**config.mk**
```make
export PLATFORM = sky130hd
export DESIGN_NAME = fetch_stage
export DESIGN_NICKNAME = d
export VERILOG_FILES = /design/src/rtl/fetch_stage.sv
export SDC_FILE = /design/constraint.sdc
export NUM_CORES = 1
export LEC_CHECK = 0
export BUFFER_PORTS_ARGS = -buffer_cell sky130_fd_sc_hd__buf_4
export CAP_MARGIN = 15
export CORE_MARGIN = 1.5
export CORE_UTILIZATION = 45
export CTS_CLUSTER_DIAMETER = 100
export DETAILED_ROUTE_END_ITERATION = 8
export GPL_ROUTABILITY_DRIVEN = 0
export PLACE_DENSITY = 0.77
export SLEW_MARGIN = 20
export SYNTH_ARGS = -nofsm -noshare
export SYNTH_HDL_FRONTEND = slang
export SYNTH_SLANG_ARGS = --single-unit
```
**constraint.sdc**
```tcl
create_clock -name clk -period 2.92 [get_ports clk]
set_input_delay 0.292 -clock clk [delete_from_list [all_inputs] [get_ports clk]]
set_output_delay 0.292 -clock clk [all_outputs]
set_load 0.02 [all_outputs]
```
**src/rtl/fetch_stage.sv**
```systemverilog
// Instruction fetch stage: a word-indexed PC register, a three-state fetch FSM
// (START/RUN/HALT) and the IF/ID pipeline register feeding decode.
module fetch_stage #(
    parameter int unsigned IMEM_DEPTH = 400,
    parameter logic [31:0] RESET_PC   = 32'd0
) (
    input  logic        clk,
    input  logic        rst_n,
    input  logic        stall,
    input  logic        branch_taken,
    input  logic [31:0] branch_target,
    input  logic [31:0] instruction,
    output logic [31:0] pc,
    output logic [31:0] if_id_instr,
    output logic [31:0] if_id_pc,
    output logic        if_id_valid,
    output logic        halted
);

    localparam logic [1:0] ST_START = 2'd0;
    localparam logic [1:0] ST_RUN   = 2'd1;
    localparam logic [1:0] ST_HALT  = 2'd2;

    localparam logic [31:0] DEPTH = 32'(IMEM_DEPTH);

    logic [1:0]  state_reg, state_next;
    logic [31:0] pc_reg, pc_next;
    logic [31:0] instr_reg, instr_next;
    logic [31:0] ifpc_reg, ifpc_next;
    logic        valid_reg, valid_next;
    logic [31:0] pc_plus1;

    assign pc_plus1 = pc_reg + 32'd1;

    always_comb begin
        state_next = state_reg;
        pc_next    = pc_reg;
        instr_next = instr_reg;
        ifpc_next  = ifpc_reg;
        valid_next = valid_reg;
        case (state_reg)
            ST_START: begin
                // Stall and redirect are both ignored for this single cycle.
                pc_next    = RESET_PC;
                instr_next = 32'd0;
                ifpc_next  = 32'd0;
                valid_next = 1'b0;
                state_next = ST_RUN;
            end
            ST_RUN, ST_HALT: begin
                if (branch_taken) begin
                    instr_next = 32'd0;
                    ifpc_next  = 32'd0;
                    valid_next = 1'b0;
                    if (branch_target < DEPTH) begin
                        pc_next    = branch_target;
                        state_next = ST_RUN;
                    end else begin
                        state_next = ST_HALT;
                    end
                end else if (state_reg == ST_HALT) begin
                    instr_next = 32'd0;
                    ifpc_next  = 32'd0;
                    valid_next = 1'b0;
                end else if (!stall) begin
                    // The last word is still delivered; pc parks on it.
                    instr_next = instruction;
                    ifpc_next  = pc_reg;
                    valid_next = 1'b1;
                    if (pc_plus1 >= DEPTH) begin
                        state_next = ST_HALT;
                    end else begin
                        pc_next = pc_plus1;
                    end
                end
            end
            default: begin
                state_next = ST_START;
                pc_next    = RESET_PC;
                instr_next = 32'd0;
                ifpc_next  = 32'd0;
                valid_next = 1'b0;
            end
        endcase
    end

    always_ff @(posedge clk or negedge rst_n) begin
        if (!rst_n) begin
            state_reg <= ST_START;
            pc_reg    <= RESET_PC;
            instr_reg <= 32'd0;
            ifpc_reg  <= 32'd0;
            valid_reg <= 1'b0;
        end else begin
            state_reg <= state_next;
            pc_reg    <= pc_next;
            instr_reg <= instr_next;
            ifpc_reg  <= ifpc_next;
            valid_reg <= valid_next;
        end
    end

    assign pc          = pc_reg;
    assign if_id_instr = instr_reg;
    assign if_id_pc    = ifpc_reg;
    assign if_id_valid = valid_reg;
    assign halted      = (state_reg == ST_HALT);

endmodule

```
After elaboration in Yosys (flattened, before gate mapping)
Index checks and enable logic that the tools add are counted.
- bits of input ports: 68
- ROM bits: 0
- memories: 0
- word-level logic and storage cells: 44
- output and inout port bits: 98
- flip-flop bits (word level): 99
- bits in writable memories: 0
- bits in latches: 0
- bitwise operators: 0
- muxes and demuxes: 24
- equality and inequality tests: 8
- shift-type cells: 0
- divide/modulo/power cells: 0
- reduce and logical (&&, ||, !) cells: 4
- add/sub/neg operators: 1
- $lt $le $gt $ge: 2
- multipliers: 0
- operator list (cell ; count):
    32-bit two-way mux ; 14
    32-bit by 1-bit adder with 32-bit output (second input constant) ; 1
    32-bit by 9-bit >= comparator with 1-bit output (second input constant) ; 1
    32-bit by 9-bit less-than comparator with 1-bit output (second input constant) ; 1
    3-bit inequality test (second input constant) ; 5
    2-bit two-way mux ; 5
    1-bit two-way mux ; 4
    4-bit inequality test (second input constant) ; 1
    2-bit one-hot mux with 2 select lines ; 1
    4-bit AND reduction ; 1
    3-bit AND reduction ; 1
    2-bit by 1-bit equality test with 1-bit output (second input constant) ; 1
    2-bit equality test (second input constant) ; 1
    2-bit logical NOT ; 1
    2-bit OR reduction ; 1

Longest topological paths before layout
- depth after elaboration: 7
- depth in mapped cells: 12

Least setup slack after synthesis
Ideal clock, no wire load.
- path kind: register to register
- from: register pc_reg[0] (netlist: pc[0])
- to: register state_reg[1]
- period minus slack after synthesis: 3054 ps
- data arrival time: 2926 ps
- path buffers: 1
- setup time: 128 ps
- cell stages (with the launch flop): 12
- slack: -134 ps
- cells stage by stage: dfrtp_1 -> ha_1 -> and3_1 -> buf_4 -> nand2_1 -> nor4_1 -> mux2_1 -> a41oi_1 -> nor4_4 -> and2_1 -> a21oi_1 -> mux2_1
- cells in the longest elaborated chain, start to end: 4
- ends and longest elaborated chain (item ; line ; source):
    start: declaration ; 27 ; logic [31:0] pc_reg, pc_next;
    start signal: assignment ; 96 ; pc_reg <= pc_next;
    32-bit by 1-bit adder with 32-bit output ; 33 ; assign pc_plus1 = pc_reg + 32'd1;
    32-bit by 9-bit >= comparator with 1-bit output ; 70 ; if (pc_plus1 >= DEPTH) begin
    3-bit inequality test (no source line) ; n/a ;
    3-bit AND reduction (no source line) ; n/a ;
    end signal: assignment ; 95 ; state_reg <= state_next;
    end: declaration ; 26 ; logic [1:0] state_reg, state_next;
Every way passes these cells.
A chain may end at the register's enable or synchronous reset.

Final worst setup path
- from: register pc_reg[6] (netlist: pc[6])
- to: register pc_reg[8] (netlist: pc[8])
- cells in the longest elaborated chain, start to end: 6
- ends and longest elaborated chain (item ; line):
    32-bit by 1-bit adder with 32-bit output * ; 33
    parallel branches: the longest is 5 deep, another holds 32-bit by 9-bit >= comparator with 1-bit output ; n/a
Every way passes the cells marked *. The select of a mux whose other input is x is not followed.

==> impl_results.md <==
* Syn avg cell area at 11.4 µm²
* Synth area leaders: dfrtp_1 (54%), a22o_1 (12%), nor2b_1 (3.3%)
* Final hold vios at 0
* Sequential Power Share at 38.5%
* Hold path start: instruction[28]
* Max clock buf depth at 2
* Reg-to-reg critical path endpoint: pc[8]$_DFFE_PN0P_
* Maximum clock rate at 345 MHz
* Setup WS pre-CTS at -0.0372 ns
* Most instantiated cells after synthesis: dfrtp_1 (99), a22o_1 (64), nor2b_1 (24)
* Distinct cells, synth at between 50 and 60
* Initial DRC Count at 336
* Fin crit share at 99.3%
* Fin nets at a little under 700
* Antenna diodes at 0
* Via count at between 4000 and 5000
* Gr usage total at 23.7%
* Final-report max-slew violation count at 0
* Unrepaired setup endpoints after global routing: yes
* Finish-stage setup viols at 0
* Post-DP Area at 6210 µm²
* Crit path cell chain: nand4_1, buf_6, nor4_4, buf_4, xnor2_2, nand2_1, a21o_1, a2111oi_4, a21oi_4, o31a_1, a221o_1
* Ys async rst share at 100%
* Skew-Pair Late Insertion Delay at 0.37 ns
* Sink Count at 99
* Initial Util at 46.6%
* Die H at slightly above 100 µm
* Hold Path Class: primary input to flip-flop
* Critical path class: flip-flop to flip-flop
* # fillers at approximately 760
* FP Rows at 36
* Die X at 104 µm
* Clk root buf: clkbuf_8
* Worst EP required at 3.18 ns
* Vias in the first global route at 4014
* Layout cells sized above 1 at 42.0%
* Die area at roughly 11000 µm²
* NetSw at 1590 µW
* Hold path depth at 2
* Arr. time, crit path at 3.16 ns
* Max VDD drop at 0.516 mV
* Cell Pwr Density at 663 nW/µm²
* Yosys warns at 0
* Drt pass-1 iters at 5
* Top-count cell post-synth: dfrtp_1
* Final Skew at 0.0112 ns
* Worst Hold Path EP: if_id_instr[28]$_DFFE_PN0P_
* Setup tns final at 0 ns
* Net Sw Frac at 36.3%
* Synth-to-layout area growth at 44.6%
* Yosys reg bits at 99
* Wire per inst at approximately 17 µm
* Pint at 2790 µW
* DRC Markers at 0
* Comb pwr share at 37.1%
* Worst setup margin at 0.0201 ns
* Clk network pwr share at 24.3%
* Routed WL at 12800 µm
* Port buffer count at 165
* Post-synthesis sequential area ratio at 54.2%
* Top FF cell, synth: dfrtp_1
* Gr ovfl total at 0
* Num ports at ~170
* R2R setup slack at 0.02 ns
* Critical path capture point type: flip-flop
* Design area at roughly 6600 µm²
* Largest net degree at the start of global routing at 66
* TritonCTS clock tree: yes
* Reg2Reg Depth at 11
* Worst hold slack at ~0.13 ns
* CP Max Fanout at 7
* CTS Buf Count at 9
* Antenna violations before repair at 0
* First-pass GRT wire length at 20500 µm
* Via/cell ratio at 5.68
* Post-synthesis cell count at 402
* Max transition margin at a little under three fifths
* Core Area at 9820 µm²
* Post-layout minimum cycle time at 2.90 ns
* Number of synthesized flops with an enable pin at 0
* Detailed Place HPWL at 8990 µm
* P_leak at 0.00334 µW
* Synth area leader: dfrtp_1
* Netlist Area Pre-Place at between 4000 and 5000 µm²
* Routed Antenna Nets at 0
* CTS H-tree depth at 3
* R2r startpoint: pc[6]$_DFFE_PN0P_
* Crit path max-delay cell type: a2111oi_4
* Clock-pin slew on the worst setup and hold paths at 0.10 ns
* Post-Syn Nets at 475
* Worst path max stage delay at 0.48 ns
* CP Launch Type: flip-flop
* Final core utilization at about two thirds
* Worst Max-Slew Pin Slew at 0.648 ns
* Status: complete, no violations
* Top cell type's share of synthesized area at approximately 54%
* MaxCap Viol Count at 0
==> cell families (layout without fill, tap and decap cells) <==
kind of cell             after synthesis  count (layout)  synth area share, %
flip-flops                            99              99                 54.2
multiplexers                           9               9                 2.13
XOR/XNOR                               3               3                0.575
buffers and inverters                 32             237                 3.04
AND/OR/NAND/NOR                      130             130                 16.8
AO/OA/AOI/OAI                        124             124                 21.9
adder cells (fa/ha/maj)                5               5                 1.37
==> final cells by class <==
type	count	area, µm²	share of cell area [%]
Multi-Input combinational cell	271	2030	30.7
Clock inverter	7	124	1.87
Inverter	6	22.5	0.341
Sequential cell	99	2480	37.6
Tap cell	133	166	2.52
Clock buffer	9	124	1.87
Timing Repair Buffer	215	1660	25.1
==> cells in the final DEF, fill, tap and decap left out, types with 4 or more instances in the layout <==
master,count
a21oi_1,6
a221o_1,5
a22o_1,64
and3_1,13
buf_4,209
clkbuf_8,9
dfrtp_1,93
dfrtp_2,6
ha_1,4
inv_1,6
mux2_1,5
nand2_1,17
nand3_1,13
nand4_1,9
nor2_1,13
nor2b_1,24
nor3_1,11
nor4_1,7
o21ai_0,8
o21ai_1,6
o31ai_1,4
==> critical path, delay by kind of cell (launching register included) <==
family / cells / cell delay (ns)
buffers and inverters: 2 / 0.34
and+or+nand+nor: 3 / 0.58
xor gates and xnor gates: 1 / 0.11
DFF: 1 / 0.42
AOI/OAI and AO/OA: 5 / 1.35
==> metrics by stage <==
step / total power (µW) / cells
4_1_cts: 4360 / 730
3_5_place_dp: 3280 / 713
5_1_grt: 4610 / 740
2_1_floorplan: 2580 / 402
3_3_place_gp: 3230 / 713
6_report: 4380 / 740
==> worst max path at each step <==
stage / startpoint / to / slack, ns
floorplan: pc[5]$_DFFE_PN0P_ / pc[8]$_DFFE_PN0P_ / 0.004
global placement: pc[0]$_DFFE_PN0P_ / pc[8]$_DFFE_PN0P_ / 0.09
detailed placement: pc[0]$_DFFE_PN0P_ / pc[8]$_DFFE_PN0P_ / -0.04
CTS: pc[1]$_DFFE_PN0P_ / pc[8]$_DFFE_PN0P_ / 0.02
global route: pc[6]$_DFFE_PN0P_ / pc[8]$_DFFE_PN0P_ / -0.08
finish: pc[6]$_DFFE_PN0P_ / pc[8]$_DFFE_PN0P_ / 0.02
==> what timing repair did <==
action	CTS	global route
hold endpoints to repair	51	0
buffers inserted	0	10
pin swaps	0	8
endpoints found under the setup margin	14	34
hold buffers	1	0
resized for setup	3	14
==> power by group through the flow <==
stage	Clock, µW	Combinational (µW)	Sequential, µW
6_report	1070	1630	1690
5_1_grt	1150	1740	1710
4_1_cts	1090	1580	1690
3_5_place_dp	0	1560	1710
3_3_place_gp	0	1530	1700
2_1_floorplan	0	668	1910
==> layer usage <==
layer / vias up / GRT usage [%] / part of all wire [%]
li1: 1938 / - / -
met1: 2057 / 32.6 / 44
met2: 185 / 36.9 / 48
met3: 20 / 5.29 / 5.8
met4: 0 / 8.83 / 2.0
met5: - / 0 / 0
Power figures use the tool's default switching activity.
